$ cat src/rtl/register_file_sb.sv
// register_file_sb: parametrised register file with per-register pending-write
// scoreboard and a sequenced soft-clear engine.
// Optional build macro: RF_BYPASS_EN enables same-cycle write-to-read forwarding.
//
// Handshake note: there is no valid/ready flow control. wr_en, issue_en,
// init_R0 and clear_req are single-cycle strobes sampled at the rising edge
// while the FSM is IDLE; they are silently dropped while clear_busy is high.
module register_file_sb #(
  parameter int REG_WIDTH  = 8,
  parameter int REG_COUNT  = 16,
  parameter int READ_PORTS = 3,
  parameter int PTR_W      = $clog2(REG_COUNT)
) (
  input  logic                          clk,
  input  logic                          reset_RF_n,
  input  logic                          clear_req,
  output logic                          clear_busy,
  input  logic                          init_R0,
  input  logic [REG_WIDTH-1:0]          init_R0_data,
  input  logic                          wr_en,
  input  logic [PTR_W-1:0]              wr_dst,
  input  logic [REG_WIDTH-1:0]          wr_data,
  input  logic                          issue_en,
  input  logic [PTR_W-1:0]              issue_dst,
  input  logic [READ_PORTS*PTR_W-1:0]   rd_ptr,
  output logic [READ_PORTS*REG_WIDTH-1:0] rd_data,
  output logic [READ_PORTS-1:0]         rd_busy,
  output logic                          dbg_state
);

  typedef enum logic {IDLE = 1'b0, CLEAR = 1'b1} state_e;

  state_e                 state_q, state_d;
  logic [PTR_W-1:0]       cnt_q, cnt_d;
  logic [REG_WIDTH-1:0]   regs_q [REG_COUNT];
  logic [REG_WIDTH-1:0]   regs_d [REG_COUNT];
  logic [REG_COUNT-1:0]   busy_q, busy_d;

  assign clear_busy = (state_q == CLEAR);
  assign dbg_state  = state_q;

  // Next-state for FSM, clear counter, register contents and busy bits.
  always_comb begin
    state_d = state_q;
    cnt_d   = cnt_q;
    regs_d  = regs_q;
    busy_d  = busy_q;
    case (state_q)
      IDLE: begin
        if (wr_en) begin
          regs_d[wr_dst] = wr_data;
          busy_d[wr_dst] = 1'b0;
        end
        // R0 init overrides a same-cycle write-back to R0 for data only.
        if (init_R0) regs_d[0] = init_R0_data;
        // A newly issued producer outranks a completing one on the same register.
        if (issue_en) busy_d[issue_dst] = 1'b1;
        if (clear_req) begin
          state_d = CLEAR;
          cnt_d   = '0;
        end
      end
      CLEAR: begin
        regs_d[cnt_q] = '0;
        busy_d[cnt_q] = 1'b0;
        if (cnt_q == PTR_W'(REG_COUNT - 1)) begin
          state_d = IDLE;
          cnt_d   = '0;
        end else begin
          cnt_d = cnt_q + 1'b1;
        end
      end
      default: begin
        state_d = IDLE;
        cnt_d   = '0;
      end
    endcase
  end

  // State registers with asynchronous active-low reset.
  always_ff @(posedge clk or negedge reset_RF_n) begin
    if (!reset_RF_n) begin
      state_q <= IDLE;
      cnt_q   <= '0;
      busy_q  <= '0;
      for (int i = 0; i < REG_COUNT; i++) regs_q[i] <= '0;
    end else begin
      state_q <= state_d;
      cnt_q   <= cnt_d;
      busy_q  <= busy_d;
      for (int i = 0; i < REG_COUNT; i++) regs_q[i] <= regs_d[i];
    end
  end

  // Combinational read ports, each independently addressed.
  for (genvar p = 0; p < READ_PORTS; p++) begin : g_rd
    logic [PTR_W-1:0]     ptr;
    logic [REG_WIDTH-1:0] data;
    logic                 busy;

    assign ptr = rd_ptr[p*PTR_W +: PTR_W];

    // Read mux, optionally forwarding the in-flight write-back.
    always_comb begin
      data = regs_q[ptr];
      busy = busy_q[ptr];
`ifdef RF_BYPASS_EN
      if ((state_q == IDLE) && wr_en && (wr_dst == ptr)) begin
        data = wr_data;
        busy = issue_en && (issue_dst == ptr);
        if (init_R0 && (ptr == '0)) data = init_R0_data;
      end
`endif
    end

    assign rd_data[p*REG_WIDTH +: REG_WIDTH] = data;
    assign rd_busy[p] = busy;
  end

endmodule

$ cat config.mk
export PLATFORM = sky130hd
export DESIGN_NAME = register_file_sb
export DESIGN_NICKNAME = d
export VERILOG_FILES = /design/src/rtl/register_file_sb.sv
export SDC_FILE = /design/constraint.sdc
export NUM_CORES = 1
export LEC_CHECK = 0
export ABC_AREA = 1
export ABC_CLOCK_PERIOD_IN_PS = 1450
export CORE_UTILIZATION = 55
export CTS_CLUSTER_DIAMETER = 150
export DETAILED_ROUTE_END_ITERATION = 10
export GPL_ROUTABILITY_DRIVEN = 0
export PLACE_DENSITY = 0.83
export RECOVER_POWER = 50
export SETUP_SLACK_MARGIN = 0.1
export SYNTH_ARGS = -nofsm -noshare
export SYNTH_HDL_FRONTEND = slang
export SYNTH_SLANG_ARGS = --single-unit
$ cat constraint.sdc
create_clock -name clk -period 1.45 [get_ports clk]
set_input_delay 0.2175 -clock clk [delete_from_list [all_inputs] [get_ports clk]]
set_output_delay 0.2175 -clock clk [all_outputs]
set_load 0.005 [all_outputs]
==> flow_summary.toml, run 1 <==
[grt]
grt_max_degree = 61
grt-ovfl-total = 1990
grt_usage_pct = 105

[synthesis]
synth_xor_xnor_area_share_pct = 0.0841
yosysWarnings = 0
ys_seq_area_share_pct = 35.8
synth-simple-area-share_pct = 44.3
post_synth_instance_area_um2 = 10400
synth_fa_ha_area_share_pct = 0.481
ys_ff_latch = 149
synth_top_family_by_area = "simple AND/OR/NAND/NOR gates"
synth.distinct_cells = 30
syn_nets = 1669
netlist_instances = 1623
syn_area_per_cell_um2 = 6.41
synthMuxAreaShare_pct = 0
synth_compound_area_share_pct = 8.17

[timing]
worst-ep-kind = "primary output"
grt-worst-endpoint = "rd_data[5]"

[outcome]
stop_stage = "global routing"
firstError = "[ERROR GRT-0232] Routing congestion too high. Check the congestion heatmap in the GUI."
status = "aborted with a tool error"

[placement]
io_buffers = 70
pre_cts_ws_ns = -0.845
hpwl_um = 29100

[clock_network]
cts_root_buffer = "clkbuf_16"
cts_buffer_depth = 2
numCtsBuffers = 17
h-tree-depth = 4
clkSinkCount = 149

[die]
chipWidth_um = 140
initial_core_util_pct = 57.0
die_y_um = 140
io_pins = 71
rows = 49
[Yosys cell counts (all sizes together)]
cell type	n	area, um2
nand2	571	2210
nand3	440	2260
inv	178	671
dfrtp	149	3730
o22ai	81	507
o21ai	65	329
clkbuf	55	208
buf	45	246
nor2	18	114
clkinv	10	37.5
ha	4	50.1
a21oi	3	15.0
nor3	3	26.3
xor2	1	8.76
[metrics by stage]
| stage | utilization [%] | instance area [um2] | std cells | hold WS (ns) | TNS [ns] |
|---|---|---|---|---|---|
| 4_1_cts | 87.1 | 15900 | 2129 | 0.224 | -9.84 |
| 3_5_place_dp | 69.9 | 12800 | 2005 | 0.108 | -52.40 |
| 3_3_place_gp | 69.9 | 12800 | 2005 | 0.104 | -46.58 |
| 2_1_floorplan | - | 10500 | 1623 | -0.0781 | 0 |
[per-layer routing]
| layer | overflow | track usage [%] |
|---|---|---|
| met3 | 74 | 81.8 |
| met1 | 77 | 93.7 |
| met4 | 481 | 122 |
| met2 | 1341 | 133 |
| met5 | 17 | 65.9 |
[logic make-up after synthesis]
group	after synthesis
AOI/OAI and AO/OA	149
xor gates and xnor gates	1
adders and majority gates	4
buffers and inverters	288
DFF	149
and+or+nand+nor	1032
[timing repair]
item                                   in CTS
hold buffers                                1
resized for setup                         627
pin swaps                                 153
endpoints found under the hold margin     100
setup endpoints to repair                 165
gates cloned                               22
setup buffers                              72
==> inputs of run 2 (changes only) <==
==> config.mk (replaced) <==
export PLATFORM = sky130hd
export DESIGN_NAME = register_file_sb
export DESIGN_NICKNAME = d
export VERILOG_FILES = /design/src/rtl/register_file_sb.sv
export SDC_FILE = /design/constraint.sdc
export NUM_CORES = 1
export LEC_CHECK = 0
export ABC_AREA = 1
export ABC_CLOCK_PERIOD_IN_PS = 1890
export CORE_UTILIZATION = 40
export DETAILED_ROUTE_END_ITERATION = 10
export GPL_ROUTABILITY_DRIVEN = 0
export PLACE_DENSITY_LB_ADDON = 0.15
export RECOVER_POWER = 50
export SYNTH_ARGS = -nofsm -noshare
export SYNTH_HDL_FRONTEND = slang
export SYNTH_SLANG_ARGS = --single-unit
==> constraint.sdc (replaced) <==
create_clock -name clk -period 1.89 [get_ports clk]
set_input_delay 0.2835 -clock clk [delete_from_list [all_inputs] [get_ports clk]]
set_output_delay 0.2835 -clock clk [all_outputs]
set_load 0.005 [all_outputs]
==> flow_summary.toml, run 2 <==
[synthesis]
synthTopCellsByCount = "551 x nand2_1, 432 x nand3_1, 173 x inv_1"
async_reset_ff_share_pct = 100
yosysWarnings = 0
synth.distinct_cells = 30
ys_ff_latch = 149
synth_top_flop_cell = "dfrtp_1"
synthTopCellsByArea = "dfrtp_1 36%, nand3_1 21%, nand2_1 20%, inv_1 6.2%, o22ai_1 4.9%"
netlist_instances = 1623
post_synth_instance_area_um2 = 10400
ys_seq_area_share_pct = 35.8
synth-edff-count = 0
syn_area_per_cell_um2 = 6.41
synth_top_cell_by_area = "dfrtp_1"
synth_top_area_share_pct = 35.8
syn_nets = 1669
yosysMostFrequentCell = "nand2_1"

[critical_path]
slowest_stage = "dfrtp_1"
cp.arrival_ns = 1.60
crit_chain = "inv_2, buf_4, nand2_1, nand3_1, nand3_1, nand3_2, nand2_1, buf_2"
setup.worst_path.class = "reg -> out"
cp_max_fo = 4
end_kind = "output port"
cp-start-kind = "register"
cpPeakStageDelay_ns = 0.37
critPathRequiredTime_ns = 1.61
ff2ff_path_depth = 7

[power]
power.density_nw_per_um2 = 896
irDropWorstVdd_uv = 603
p_leak_nw = 7.17

[clock_network]
clkSinkCount = 149
clk_pin_slew_ns = 0.07
clk_latency_ns = 0.44
h-tree-depth = 4
numCtsBuffers = 17
cts_tree = "done"
cts_root_buffer = "clkbuf_16"
cts_buffer_depth = 2

[timing]
fin_crit_sh_pct = 99.8
final.setup.tns_ns = 0
setup_viol = 0
fin_worst_skew_ns = 0.0100
slew_viol_final = 0
rsz0062_at_grt = "true"
slew_headroom_pct = 20.8
holdWs_ns = 0.501
min_period_ns = 1.89
fmax_mhz = 530
setup_ws_ns = 0.00319
finalHoldViolations = 0
worst_pin_slew_ns = 1.19

[die]
die_y_um = 163
io_pins = 71
initial_core_util_pct = 41.1
rows = 58
die_area_um2 = 26700
chipWidth_um = 163
core_area_um2 = 25300

[final_layout]
syn_to_final_growth_pct = 29.4
drive_gt1_share_pct = 24.3
layout_commonest_cell = "nand2_1"
register_area_um2 = 3730
reg_top3 = "regs_q x128, busy_q x16, cnt_q x4"
fillCellCount = 2522
design_area_um2 = 13500
fin_nets = 1803
top_register = "regs_q"
final_cell_mix = "529 x nand2_1, 370 x nand3_1, 149 x dfrtp_1"
antenna_cells = 0
multi_input_area_um2 = 5900
largest_reg_flops = 128

[hold_path]
holdPathStages = 3
hold_class = "in -> reg"

[grt]
grt_max_degree = 41
grt-ovfl-total = 0
antenna_found_initial = 0
grt_pass1_vias = 11100
grt_usage_pct = 32.7
grt_pass1_wl_um = 65700

[placement]
io_buffers = 70
pre_cts_ws_ns = -0.560
hpwl_um = 30500
placed_cell_area_um2 = 12200

[route]
drc_errors = 0
drtIter0Drc = 1731
wirelength_um = 43300
avgRoutedWirePerCell_um = 20.6
dr.pass1.iters = 6
vias_per_cell = 5.80
antenna_left = 0
vias = 12200

[job]
cap_violations = 0

[outcome]
status = "finished, final reports clean"
-- run 2: cell families after synthesis --
logic type / synth area share [%]
flops: 35.8
compound gates: 8.17
simple gates: 44.3
xor+xnor: 0.0841
fa+ha+maj: 0.481
buf+inv: 11.2
-- run 2: final timing paths --
path	slack, ns	to	startpoint
max	0.003	rd_data[16]	regs_q[80]
min	0.50	regs_q[1]	wr_data[1]
max reg2reg	0.26	regs_q[107]	cnt_q[0]
min reg2reg	0.51	busy_q[0]	busy_q[0]
max in group asynchronous	0.19	regs_q[99]	reset_RF_n
min in group asynchronous	0.63	regs_q[32]	reset_RF_n
-- run 2: worst max-delay path, delay by kind of cell, from the launching register on --
kind / cells / cell delay [ns]
simple gates: 5 / 0.40
flops: 1 / 0.37
buf+inv: 3 / 0.39
-- run 2: metal layers --
metal,track usage [%],share of wire [%]
met5,0,0
met4,14.1,3.6
met3,8.23,12
met2,49.3,43
met1,44.1,41
-- run 2: what timing repair did --
item / CTS / global route
gates resized for setup: 172 / 129
hold buffers: 1 / 0
buffers inserted: 21 / 21
endpoints found under the hold margin: 35 / 0
setup endpoints to repair: 27 / 26
gates cloned: 1 / 0
pin swaps: 15 / 39
-- run 2: report_power, final --
group	switching (mW)	leakage [nW]	internal, mW	total [mW]
Clock	1.55	0.273	1.81	3.37
Sequential	0.294	2.06	3.74	4.03
Combinational	3.01	4.84	1.66	4.67
Total	4.86	7.17	7.21	12.1
-- run 2: layout make-up --
cell class | count | area share, %
clock buffers | 21 | 3.49
clock inverters | 11 | 0.687
inverters | 188 | 5.32
multi-input cells | 1186 | 43.8
flip-flops and latches | 149 | 27.7
well taps | 330 | 3.07
repair buffers | 215 | 16.0
-- run 2: metrics by stage --
step	instances	total power [mW]	util [%]
final	2100	12.1	53.2
after global routing	2100	12.7	53.2
after CTS	2081	11.8	51.9
after detailed placement	2026	8.23	48.3
after global placement	2026	8.17	48.3
after floorplan	1623	6.52	-
Note: power is estimated with default switching activity, not from simulation.
